### src/rtl/uart_tx_periph_if.sv
// ----------------------------------------------------------------------------
// uart_tx_periph_if
// Data-bus connection between the core and the UART transmitter peripheral.
//   data_in  [31:0]  store data from the core (bus_b)
//   addr     [31:0]  byte address (alu_res); the peripheral decodes addr[3:2]
//   we               one-cycle write strobe for this peripheral
//   data_out [31:0]  read data returned to the core's load mux
// master = core side, slave = peripheral side.
// ----------------------------------------------------------------------------
interface uart_tx_periph_if;
    logic [31:0] data_in;
    logic [31:0] addr;
    logic        we;
    logic [31:0] data_out;

    modport master (
        output data_in,
        output addr,
        output we,
        input  data_out
    );

    modport slave (
        input  data_in,
        input  addr,
        input  we,
        output data_out
    );
endinterface

### src/rtl/uart_tx_periph.sv
// ----------------------------------------------------------------------------
// uart_tx_periph
// Memory-mapped 8N1 UART transmitter. Stores to TXDATA are queued in a small
// FIFO so software is decoupled from the serial bit rate; frames are sent
// back-to-back while the FIFO holds data.
//
// Ports
//   clk        core clock, all logic on the rising edge
//   arst_n     reset, synchronous, active-low
//   bus        slave side of uart_tx_periph_if (data_in, addr, we, data_out)
//   tx         serial output, registered, idles high
//   irq_empty  high when the FIFO is empty and no frame is in progress
//
// Register map (addr[3:2])
//   0 TXDATA  W: queue data_in[7:0]        R: 0
//   1 STATUS  R: {24'b0, count[3:0], ovf, busy, empty, full}
//             W: data_in[3]=1 clears the sticky overflow flag
//   2,3       R: 0                          W: ignored
// ----------------------------------------------------------------------------
module uart_tx_periph #(
    parameter int CLK_DIV    = 29,
    parameter int FIFO_DEPTH = 4
) (
    input  logic            clk,
    input  logic            arst_n,
    uart_tx_periph_if.slave bus,
    output logic            tx,
    output logic            irq_empty
);
    localparam int PTR_W = $clog2(FIFO_DEPTH);
    localparam int CNT_W = $clog2(CLK_DIV);
    localparam logic [PTR_W:0]   FIFO_FULL = (PTR_W + 1)'(FIFO_DEPTH);
    localparam logic [CNT_W-1:0] BAUD_MAX  = CNT_W'(CLK_DIV - 1);

    typedef enum logic [1:0] {
        S_IDLE,
        S_START,
        S_DATA,
        S_STOP
    } state_t;

    logic [7:0]       fifo_mem [FIFO_DEPTH];
    logic [PTR_W-1:0] wr_ptr_q, wr_ptr_d;
    logic [PTR_W-1:0] rd_ptr_q, rd_ptr_d;
    logic [PTR_W:0]   count_q, count_d;
    logic             ovf_q, ovf_d;
    state_t           state_q, state_d;
    logic [CNT_W-1:0] baud_q, baud_d;
    logic [2:0]       idx_q, idx_d;
    logic [7:0]       shift_q, shift_d;
    logic             tx_q, tx_d;
    logic             irq_empty_q, irq_empty_d;

    logic             push_req;
    logic             push_ok;
    logic             pop;
    logic             ovf_clr;
    logic             fifo_empty;
    logic             fifo_full;
    logic             baud_end;
    logic [7:0]       fifo_head;
    logic [3:0]       count_field;
    logic             unused_bits;

    // Only the byte lane, the ovf-clear bit and addr[3:2] carry meaning.
    assign unused_bits = ^{bus.data_in[31:8], bus.addr[31:4], bus.addr[1:0]};

    assign push_req   = bus.we && (bus.addr[3:2] == 2'd0);
    assign ovf_clr    = bus.we && (bus.addr[3:2] == 2'd1) && bus.data_in[3];
    assign fifo_empty = (count_q == '0);
    assign fifo_full  = (count_q == FIFO_FULL);
    assign fifo_head  = fifo_mem[rd_ptr_q];
    assign baud_end   = (baud_q == BAUD_MAX);

    // ------------------------------------------------------------------
    // Transmit FSM. tx_d is the line level for the state being entered,
    // so every level is held for exactly CLK_DIV cycles after the edge.
    // ------------------------------------------------------------------
    always_comb begin
        state_d = state_q;
        baud_d  = baud_q;
        idx_d   = idx_q;
        shift_d = shift_q;
        tx_d    = tx_q;
        pop     = 1'b0;

        case (state_q)
            S_IDLE: begin
                tx_d = 1'b1;
                if (!fifo_empty) begin
                    pop     = 1'b1;
                    shift_d = fifo_head;
                    baud_d  = '0;
                    state_d = S_START;
                    tx_d    = 1'b0;
                end
            end
            S_START: begin
                if (baud_end) begin
                    baud_d  = '0;
                    idx_d   = 3'd0;
                    state_d = S_DATA;
                    tx_d    = shift_q[0];
                end else begin
                    baud_d = baud_q + CNT_W'(1);
                end
            end
            S_DATA: begin
                if (baud_end) begin
                    baud_d = '0;
                    if (idx_q == 3'd7) begin
                        state_d = S_STOP;
                        tx_d    = 1'b1;
                    end else begin
                        idx_d   = idx_q + 3'd1;
                        shift_d = {1'b0, shift_q[7:1]};
                        // Next bit is the one that becomes shift[0] after the shift.
                        tx_d    = shift_q[1];
                    end
                end else begin
                    baud_d = baud_q + CNT_W'(1);
                end
            end
            S_STOP: begin
                if (baud_end) begin
                    baud_d = '0;
                    if (!fifo_empty) begin
                        // Chain straight into the next start bit, no idle gap.
                        pop     = 1'b1;
                        shift_d = fifo_head;
                        state_d = S_START;
                        tx_d    = 1'b0;
                    end else begin
                        state_d = S_IDLE;
                        tx_d    = 1'b1;
                    end
                end else begin
                    baud_d = baud_q + CNT_W'(1);
                end
            end
            default: begin
                state_d = S_IDLE;
                tx_d    = 1'b1;
            end
        endcase
    end

    // ------------------------------------------------------------------
    // FIFO bookkeeping. A pop in the same cycle frees a slot, so a push
    // to a full FIFO is still accepted when the FSM is popping.
    // ------------------------------------------------------------------
    always_comb begin
        push_ok  = push_req && (!fifo_full || pop);
        wr_ptr_d = wr_ptr_q;
        rd_ptr_d = rd_ptr_q;
        count_d  = count_q;
        ovf_d    = ovf_q;

        if (push_ok) begin
            wr_ptr_d = wr_ptr_q + PTR_W'(1);
        end
        if (pop) begin
            rd_ptr_d = rd_ptr_q + PTR_W'(1);
        end
        if (push_ok && !pop) begin
            count_d = count_q + (PTR_W + 1)'(1);
        end else if (!push_ok && pop) begin
            count_d = count_q - (PTR_W + 1)'(1);
        end

        if (ovf_clr) begin
            ovf_d = 1'b0;
        end
        if (push_req && !push_ok) begin
            ovf_d = 1'b1;
        end

        irq_empty_d = (count_d == '0) && (state_d == S_IDLE);
    end

    always_ff @(posedge clk) begin
        if (!arst_n) begin
            wr_ptr_q    <= '0;
            rd_ptr_q    <= '0;
            count_q     <= '0;
            ovf_q       <= 1'b0;
            state_q     <= S_IDLE;
            baud_q      <= '0;
            idx_q       <= 3'd0;
            shift_q     <= 8'h00;
            tx_q        <= 1'b1;
            irq_empty_q <= 1'b1;
        end else begin
            wr_ptr_q    <= wr_ptr_d;
            rd_ptr_q    <= rd_ptr_d;
            count_q     <= count_d;
            ovf_q       <= ovf_d;
            state_q     <= state_d;
            baud_q      <= baud_d;
            idx_q       <= idx_d;
            shift_q     <= shift_d;
            tx_q        <= tx_d;
            irq_empty_q <= irq_empty_d;
        end
    end

    // Storage needs no reset: occupancy is tracked by the pointers and count.
    always_ff @(posedge clk) begin
        if (arst_n && push_ok) begin
            fifo_mem[wr_ptr_q] <= bus.data_in[7:0];
        end
    end

    // STATUS count field is always 4 bits wide.
    assign count_field = 4'(count_q);

    always_comb begin
        bus.data_out = 32'h0;
        if (bus.addr[3:2] == 2'd1) begin
            bus.data_out = {24'h0, count_field, ovf_q, (state_q != S_IDLE),
                            fifo_empty, fifo_full};
        end
    end

    assign tx        = tx_q;
    assign irq_empty = irq_empty_q;
endmodule

### src/flat_wrapper.sv
// flat-port wrapper written by rule: the top's interface ports become plain ports
module uart_tx_periph_flat 
#(
    parameter int CLK_DIV    = 29,
    parameter int FIFO_DEPTH = 4
)
  (clk, arst_n, tx, irq_empty, bus_data_in, bus_addr, bus_we, bus_data_out);
  uart_tx_periph_if bus_i ();
  input  logic clk;
  input  logic arst_n;
  output logic tx;
  output logic irq_empty;
  input wire logic [$bits(bus_i.data_in)-1:0] bus_data_in;
  input wire logic [$bits(bus_i.addr)-1:0] bus_addr;
  input wire logic [$bits(bus_i.we)-1:0] bus_we;
  output wire logic [$bits(bus_i.data_out)-1:0] bus_data_out;
  assign bus_i.data_in = bus_data_in;
  assign bus_i.addr = bus_addr;
  assign bus_i.we = bus_we;
  assign bus_data_out = bus_i.data_out;
  uart_tx_periph #(.CLK_DIV(CLK_DIV), .FIFO_DEPTH(FIFO_DEPTH)) u_core (.clk(clk), .arst_n(arst_n), .bus(bus_i), .tx(tx), .irq_empty(irq_empty));
endmodule
### config.mk
export PLATFORM = sky130hd
export DESIGN_NAME = uart_tx_periph_flat
export DESIGN_NICKNAME = d
export VERILOG_FILES = /design/src/rtl/uart_tx_periph_if.sv /design/src/rtl/uart_tx_periph.sv /design/src/flat_wrapper.sv
export SDC_FILE = /design/constraint.sdc
export NUM_CORES = 1
export LEC_CHECK = 0
export CORE_UTILIZATION = 46
export DETAILED_ROUTE_END_ITERATION = 12
export PLACE_DENSITY = 0.8
export SLEW_MARGIN = 20
export SYNTH_ARGS = -nofsm -noshare
export SYNTH_HDL_FRONTEND = slang
export SYNTH_SLANG_ARGS = --single-unit
export TNS_END_PERCENT = 50
### constraint.sdc
create_clock -name clk -period 3.35 [get_ports clk]
set_input_delay 0.67 -clock clk [delete_from_list [all_inputs] [get_ports clk]]
set_output_delay 0.67 -clock clk [all_outputs]
set_load 0.1 [all_outputs]
==> metrics, run 1 <==
setup TNS 0 ns; Iter 0 DRT Violations 152; Synth Area per Inst 11.7 um^2; initial antenna violation count 0; height of the die 84.4 um; Initial Util 48.4%; RSZ-0062 raised after global routing false; Final Hold Viols 0; largest area contributor in the netlist edfxtp_1; Synth Area in Simple Gates 13.9%; CP Class flip-flop to flip-flop; failing checks design-rule violations; DRC violations left 6; placed insts 354; Worst EP arrival 2.75 ns; count leader, synth edfxtp_1; vias in the first global route 1,869; DR WL/cell 13.7 um; TritonCTS clock tree done; count of cell types in the netlist 48; Tcrit/Tclk final 81.7%; worst stage delay on the critical path 0.47 ns; pre-CTS WS 0.626 ns; Area Overhead vs Synth 14.9%; cts repair resizes 0; GPL Wtd Cong 0.794; Clock Sinks 62; final setup margin 0.612 ns; Antenna Cells 0; Netlist Area Pre-Place 3120 um^2; Final #Nets 371; crit path cell chain inv_1, ha_1, nor2b_2, or2_4, or2_1, a31oi_4, and3_1; total power draw 2.93 mW; clock slew at reported path FFs 0.07 ns; input/output buffers 21; Max-cap violations 0; die area 7130 um^2; most frequent cells after synthesis 32 x edfxtp_1, 30 x dfxtp_1, 25 x buf_4; post-CTS setup buffers 0; Slew HR 35.8%; Synth Area in XOR/XNOR 1.12%; top layer reached by signal wires met4; WL met2 2.45 mm; Inserted Clock Buffers 9; Worst Setup End Kind flip-flop; WL met3 216 um; ys flop type edfxtp_1; final hold slack 0.474 ns; Core ar. 6460 um^2; max-slew violation count 0; ratio of cells with drive above 1 in the final layout 15.0%; GRT Overall Usage 16.0%; Pwr Density 817 nW/um^2; Post-DRT Antenna Nets 0; combinational family with the most area after synthesis simple AND/OR/NAND/NOR gates; final WL 5.08 mm; pin count of the biggest net entering global routing 34; H-tree depth 3; top cells by area, synth edfxtp_1 31%, dfxtp_1 19%, ha_1 6.4%, buf_4 6.0%, mux4_2 5.8%; first-pass GRT wire length 8.79 mm; hpwl dp 3.55 mm; actual slew at the worst max-slew pin 0.959 ns; M1 wire length 2.33 mm; IO Pins 101; fin cells 370; Worst Hold Class flip-flop to flip-flop; vias per cell 5.26; Leakage 1.39 nW; sequential fraction of the synthesis area 50.0%; Setup violations, final 0; Core Rows 29; synth warn 0; via count 1,947; Worst EP required 3.36 ns; Post-Synth Adder-Cell Area 6.41%; CTS Root Buffer Type clkbuf_8; Max VDD drop 0.414 mV; Worst Hold Depth 2; grt total ovfl 0; Yosys top cell area share 30.8%; Worst R2R Setup Slack 0.61 ns; slowest CP cell and3_1; CP Launch Type flip-flop; CP Max Fanout 8; Post-Syn Instances 268; fin crit period 2.74 ns; Compound-Gate Fraction of Synth Area 10.6%; outcome complete, but fails checks; clock latency on the worst-skew pair 0.36 ns; Yosys reg bits 62; Setup Skew 0.00757 ns; mux cell area share after synthesis 9.33%; Worst Reg-to-Reg Cells 7; Die Wd 84.4 um; Longest Clk Path Bufs 2; Post-synth EDFFs 32; first-pass iteration count of the detailed router 8; maximum clock frequency 0.365 GHz; hold_buf cts 0; ys async rst share 0%
==> path summary, 6_finish.rpt <==
kind                                      from                              end
hold / removal       u_core.ovf_q$_SDFFE_PN0P_        u_core.ovf_q$_SDFFE_PN0P_
hold reg to reg      u_core.ovf_q$_SDFFE_PN0P_        u_core.ovf_q$_SDFFE_PN0P_
setup / recovery  u_core.count_q[1]$_SDFF_PN0_  u_core.fifo_mem[0][1]$_DFFE_PP_
setup reg to reg  u_core.count_q[1]$_SDFF_PN0_  u_core.fifo_mem[0][1]$_DFFE_PP_
==> sequential cells by signal (all words and copies together), names as in the netlist, named ones only <==
signal,flops
u_core.shift_q,8
u_core.baud_q,5
u_core.fifo_mem,32
u_core.idx_q,3
u_core.ovf_q,1
u_core.count_q,3
u_core.irq_empty,1
u_core.tx,1
u_core.wr_ptr_q,2
u_core.state_q,2
u_core.rd_ptr_q,2
==> routing by layer <==
metal	GRT usage, %	vias to the layer above
li1	-	953
met1	19.6	938
met2	26.2	48
met3	5.01	8
met4	6.93	0
met5	0	-
==> power by group <==
| part | total, mW | switching [mW] | internal, mW |
|---|---|---|---|
| Combinational | 1.16 | 0.726 | 0.433 |
| Clock | 0.762 | 0.332 | 0.430 |
| Sequential | 1.01 | 0.103 | 0.909 |
| Total | 2.93 | 1.16 | 1.77 |
==> area by class of cell <==
class | instances | area [um^2]
fillers | 533 | 2870
flip-flops and latches | 62 | 1560
multi-input cells | 184 | 1380
repair buffers | 22 | 285
clock buffers | 9 | 124
clock inverters | 7 | 104
well taps | 77 | 96.3
inverters | 9 | 33.8
==> cells in the final DEF, fill, tap and decap left out, types with 5 or more instances in the layout <==
master           netlist  layout
edfxtp_1              32      32
dfxtp_1               30      30
conb_1                 1      25
nand2_1               18      18
ha_1                  16      16
clkdlybuf4s50_1        0      13
nor2b_1               12      12
nor2_1                11      11
and2_1                10      10
mux2i_1               10      10
inv_1                  9       9
clkbuf_8               0       9
mux4_2                 8       8
o21ai_0                7       7
o211a_1                7       7
buf_12                 0       7
nand3_1                6       6
a21oi_1                5       5
==> metrics by stage <==
stage / instance area (um^2) / utilization (%)
2_1_floorplan: 3210 / -
3_3_place_gp: 3360 / 52.0
3_5_place_dp: 3360 / 52.0
4_1_cts: 3590 / 55.6
5_1_grt: 3590 / 55.6
6_report: 3590 / 55.6
==> cell families (layout without fill, tap and decap cells) <==
kind of cell    count (synthesis)  after routing
simple gates                   78             78
flops                          62             62
buf+inv                        46             47
compound gates                 42             42
mux                            19             19
fa+ha+maj                      16             16
xor+xnor                        4              4
other cells                     1             25
==> critical path, delay by kind of cell (launching register included) <==
family | cells | cell delay (ns)
simple gates | 4 | 1.34
flops | 1 | 0.40
compound gates | 1 | 0.31
fa+ha+maj | 1 | 0.27
buf+inv | 1 | 0.08
Note: power is estimated with default switching activity, not from simulation.
==> run 2, diff against run 1 <==
--- a/config.mk
+++ b/config.mk
@@ -5,9 +5,9 @@
 export SDC_FILE = /design/constraint.sdc
 export NUM_CORES = 1
 export LEC_CHECK = 0
-export CORE_UTILIZATION = 46
+export CORE_UTILIZATION = 42
 export DETAILED_ROUTE_END_ITERATION = 12
-export PLACE_DENSITY = 0.8
+export PLACE_DENSITY = 0.77
 export SLEW_MARGIN = 20
 export SYNTH_ARGS = -nofsm -noshare
 export SYNTH_HDL_FRONTEND = slang
==> constraint.sdc (replaced) <==
create_clock -name clk -period 2.4 [get_ports clk]
set_input_delay 0.48 -clock clk [delete_from_list [all_inputs] [get_ports clk]]
set_output_delay 0.48 -clock clk [all_outputs]
set_load 0.1 [all_outputs]
==> metrics, run 2 (synthesized netlist as in run 1, its figures left out) <==
clock latency on the worst-skew pair 0.35 ns; Net Sw Frac 40.1%; Area Overhead vs Synth 21.1%; Fillers 639; final hold slack 0.464 ns; crit path cell chain inv_1, ha_1, or2_4, or4b_4, a31o_1, o41ai_4; pin count of the biggest net entering global routing 28; H-tree depth 3; TritonCTS clock tree done; worst stage delay on the critical path 0.53 ns; Cell Area, Placed 3560 um^2; clock slew at reported path FFs 0.08 ns; maximum clock frequency 0.435 GHz; delay-heaviest family, CP simple AND/OR/NAND/NOR gates; combined buffer and inverter count along the critical path 1; Core Rows 31; actual slew at the worst max-slew pin 0.529 ns; first-pass GRT wire length 9.12 mm; Setup violations, final 0; input/output buffers 21; P_int 2.53 mW; Setup Skew 0.00826 ns; Seq pwr share 33.1%; CP Launch Type flip-flop; Regs by FF count u_core.fifo_mem (32), u_core.shift_q (8), u_core.baud_q (5); Logic pwr share 44.3%; Clock Sinks 62; Final #Nets 387; grt total ovfl 0; Switch Pwr 1.69 mW; max-slew violation count 0; Initial Util 43.3%; Post-DRT Antenna Nets 0; CP Max Fanout 6; CP Class flip-flop to flip-flop; DR WL/cell 13.5 um; hpwl dp 3.72 mm; via count 2,039; post-CTS setup buffers 0; Tcrit/Tclk final 95.7%; Slew HR 64.7%; most frequent cells in the layout 32 x edfxtp_1, 27 x dfxtp_1, 25 x conb_1, 18 x nand2_1; outcome complete, no violations; CTS Root Buffer Type clkbuf_8; most common cell after layout, fill and taps aside edfxtp_1; setup TNS 0 ns; placed insts 392; DRC violations left 0; die area 7790 um^2; Pwr Density 1120 nW/um^2; Worst EP required 2.65 ns; IO Pins 101; height of the die 88.2 um; Worst Setup End Kind flip-flop; total power draw 4.22 mW; Final Cell Area 3780 um^2; Longest Clk Path Bufs 2; initial antenna violation count 0; Core ar. 7210 um^2; Largest register FFs 32; ratio of cells with drive above 1 in the final layout 21.7%; clock share of power 22.6%; GRT Overall Usage 15.8%; Antenna Cells 0; Top reg by flops u_core.fifo_mem; Leakage 1.48 nW; Inserted Clock Buffers 9; slowest CP cell or4b_4; fin crit period 2.30 ns; Max VDD drop 0.499 mV; fin cells 408; vias in the first global route 1,959; final WL 5.49 mm; Worst EP arrival 2.55 ns; Final Hold Viols 0; Iter 0 DRT Violations 68; Worst Hold Class flip-flop to flip-flop; RSZ-0062 raised after global routing false; Max-cap violations 0; first-pass iteration count of the detailed router 4; vias per cell 5.00; Die Wd 88.2 um; GPL Wtd Cong 0.786
[run 2: stage by stage]
stage / util, % / setup WS (ns)
after floorplan: - / 0.0271
after global placement: 49.3 / 0.0166
after detailed placement: 49.3 / 0.000400
after CTS: 52.2 / 0.0484
after global routing: 52.4 / 0.0138
final: 52.4 / 0.102
[run 2: repair_timing]
action | CTS | global route
gates resized for setup | 0 | 7
hold buffers | 0 | 0
endpoints found under the setup margin | 0 | 33
hold endpoints to repair | 0 | 0
[run 2: path summary, 6_finish.rpt]
kind                                                    from                           to  slack [ns]  cells after the start
worst max-delay path            u_core.state_q[0]$_SDFF_PN0_  u_core.irq_empty$_SDFF_PN1_        0.10                      6
worst min-delay path               u_core.ovf_q$_SDFFE_PN0P_    u_core.ovf_q$_SDFFE_PN0P_        0.46                      2
worst max register to register  u_core.state_q[0]$_SDFF_PN0_  u_core.irq_empty$_SDFF_PN1_        0.10                      6
worst min register to register     u_core.ovf_q$_SDFFE_PN0P_    u_core.ovf_q$_SDFFE_PN0P_        0.46                      2
[run 2: layer usage]
layer / routed length [um] / part of all wire (%) / global-route usage, %
met1: 2440 / 44 / 18.4
met2: 2740 / 50 / 26.6
met3: 161 / 2.9 / 3.08
met4: 149 / 2.7 / 9.97
met5: 0 / 0 / 0
[run 2: cell type report]
class / instances / area (um^2) / share of cell area [%]
Timing Repair Buffer: 38 / 453 / 12.0
Clock buffer: 9 / 124 / 3.27
Sequential cell: 62 / 1570 / 41.4
Multi-Input combinational cell: 184 / 1400 / 37.1
Tap cell: 99 / 124 / 3.27
Inverter: 9 / 33.8 / 0.893
Clock inverter: 7 / 80.1 / 2.12
[run 2: worst register-to-register path: stages, from the launching register on]
cell,delay [ns]
dfxtp_2,0.36
inv_1,0.08
ha_1,0.34
or2_4,0.30
or4b_4,0.53
a31o_1,0.26
o41ai_4,0.34
[run 2: power by group through the flow]
stage | logic, mW | clock network [mW] | registers [mW]
final | 1.87 | 0.953 | 1.40
after detailed placement | 1.78 | 0 | 1.42
after global routing | 2.02 | 1.03 | 1.42
after CTS | 1.80 | 0.985 | 1.40
after floorplan | 1.27 | 0 | 1.49
after global placement | 1.74 | 0 | 1.41
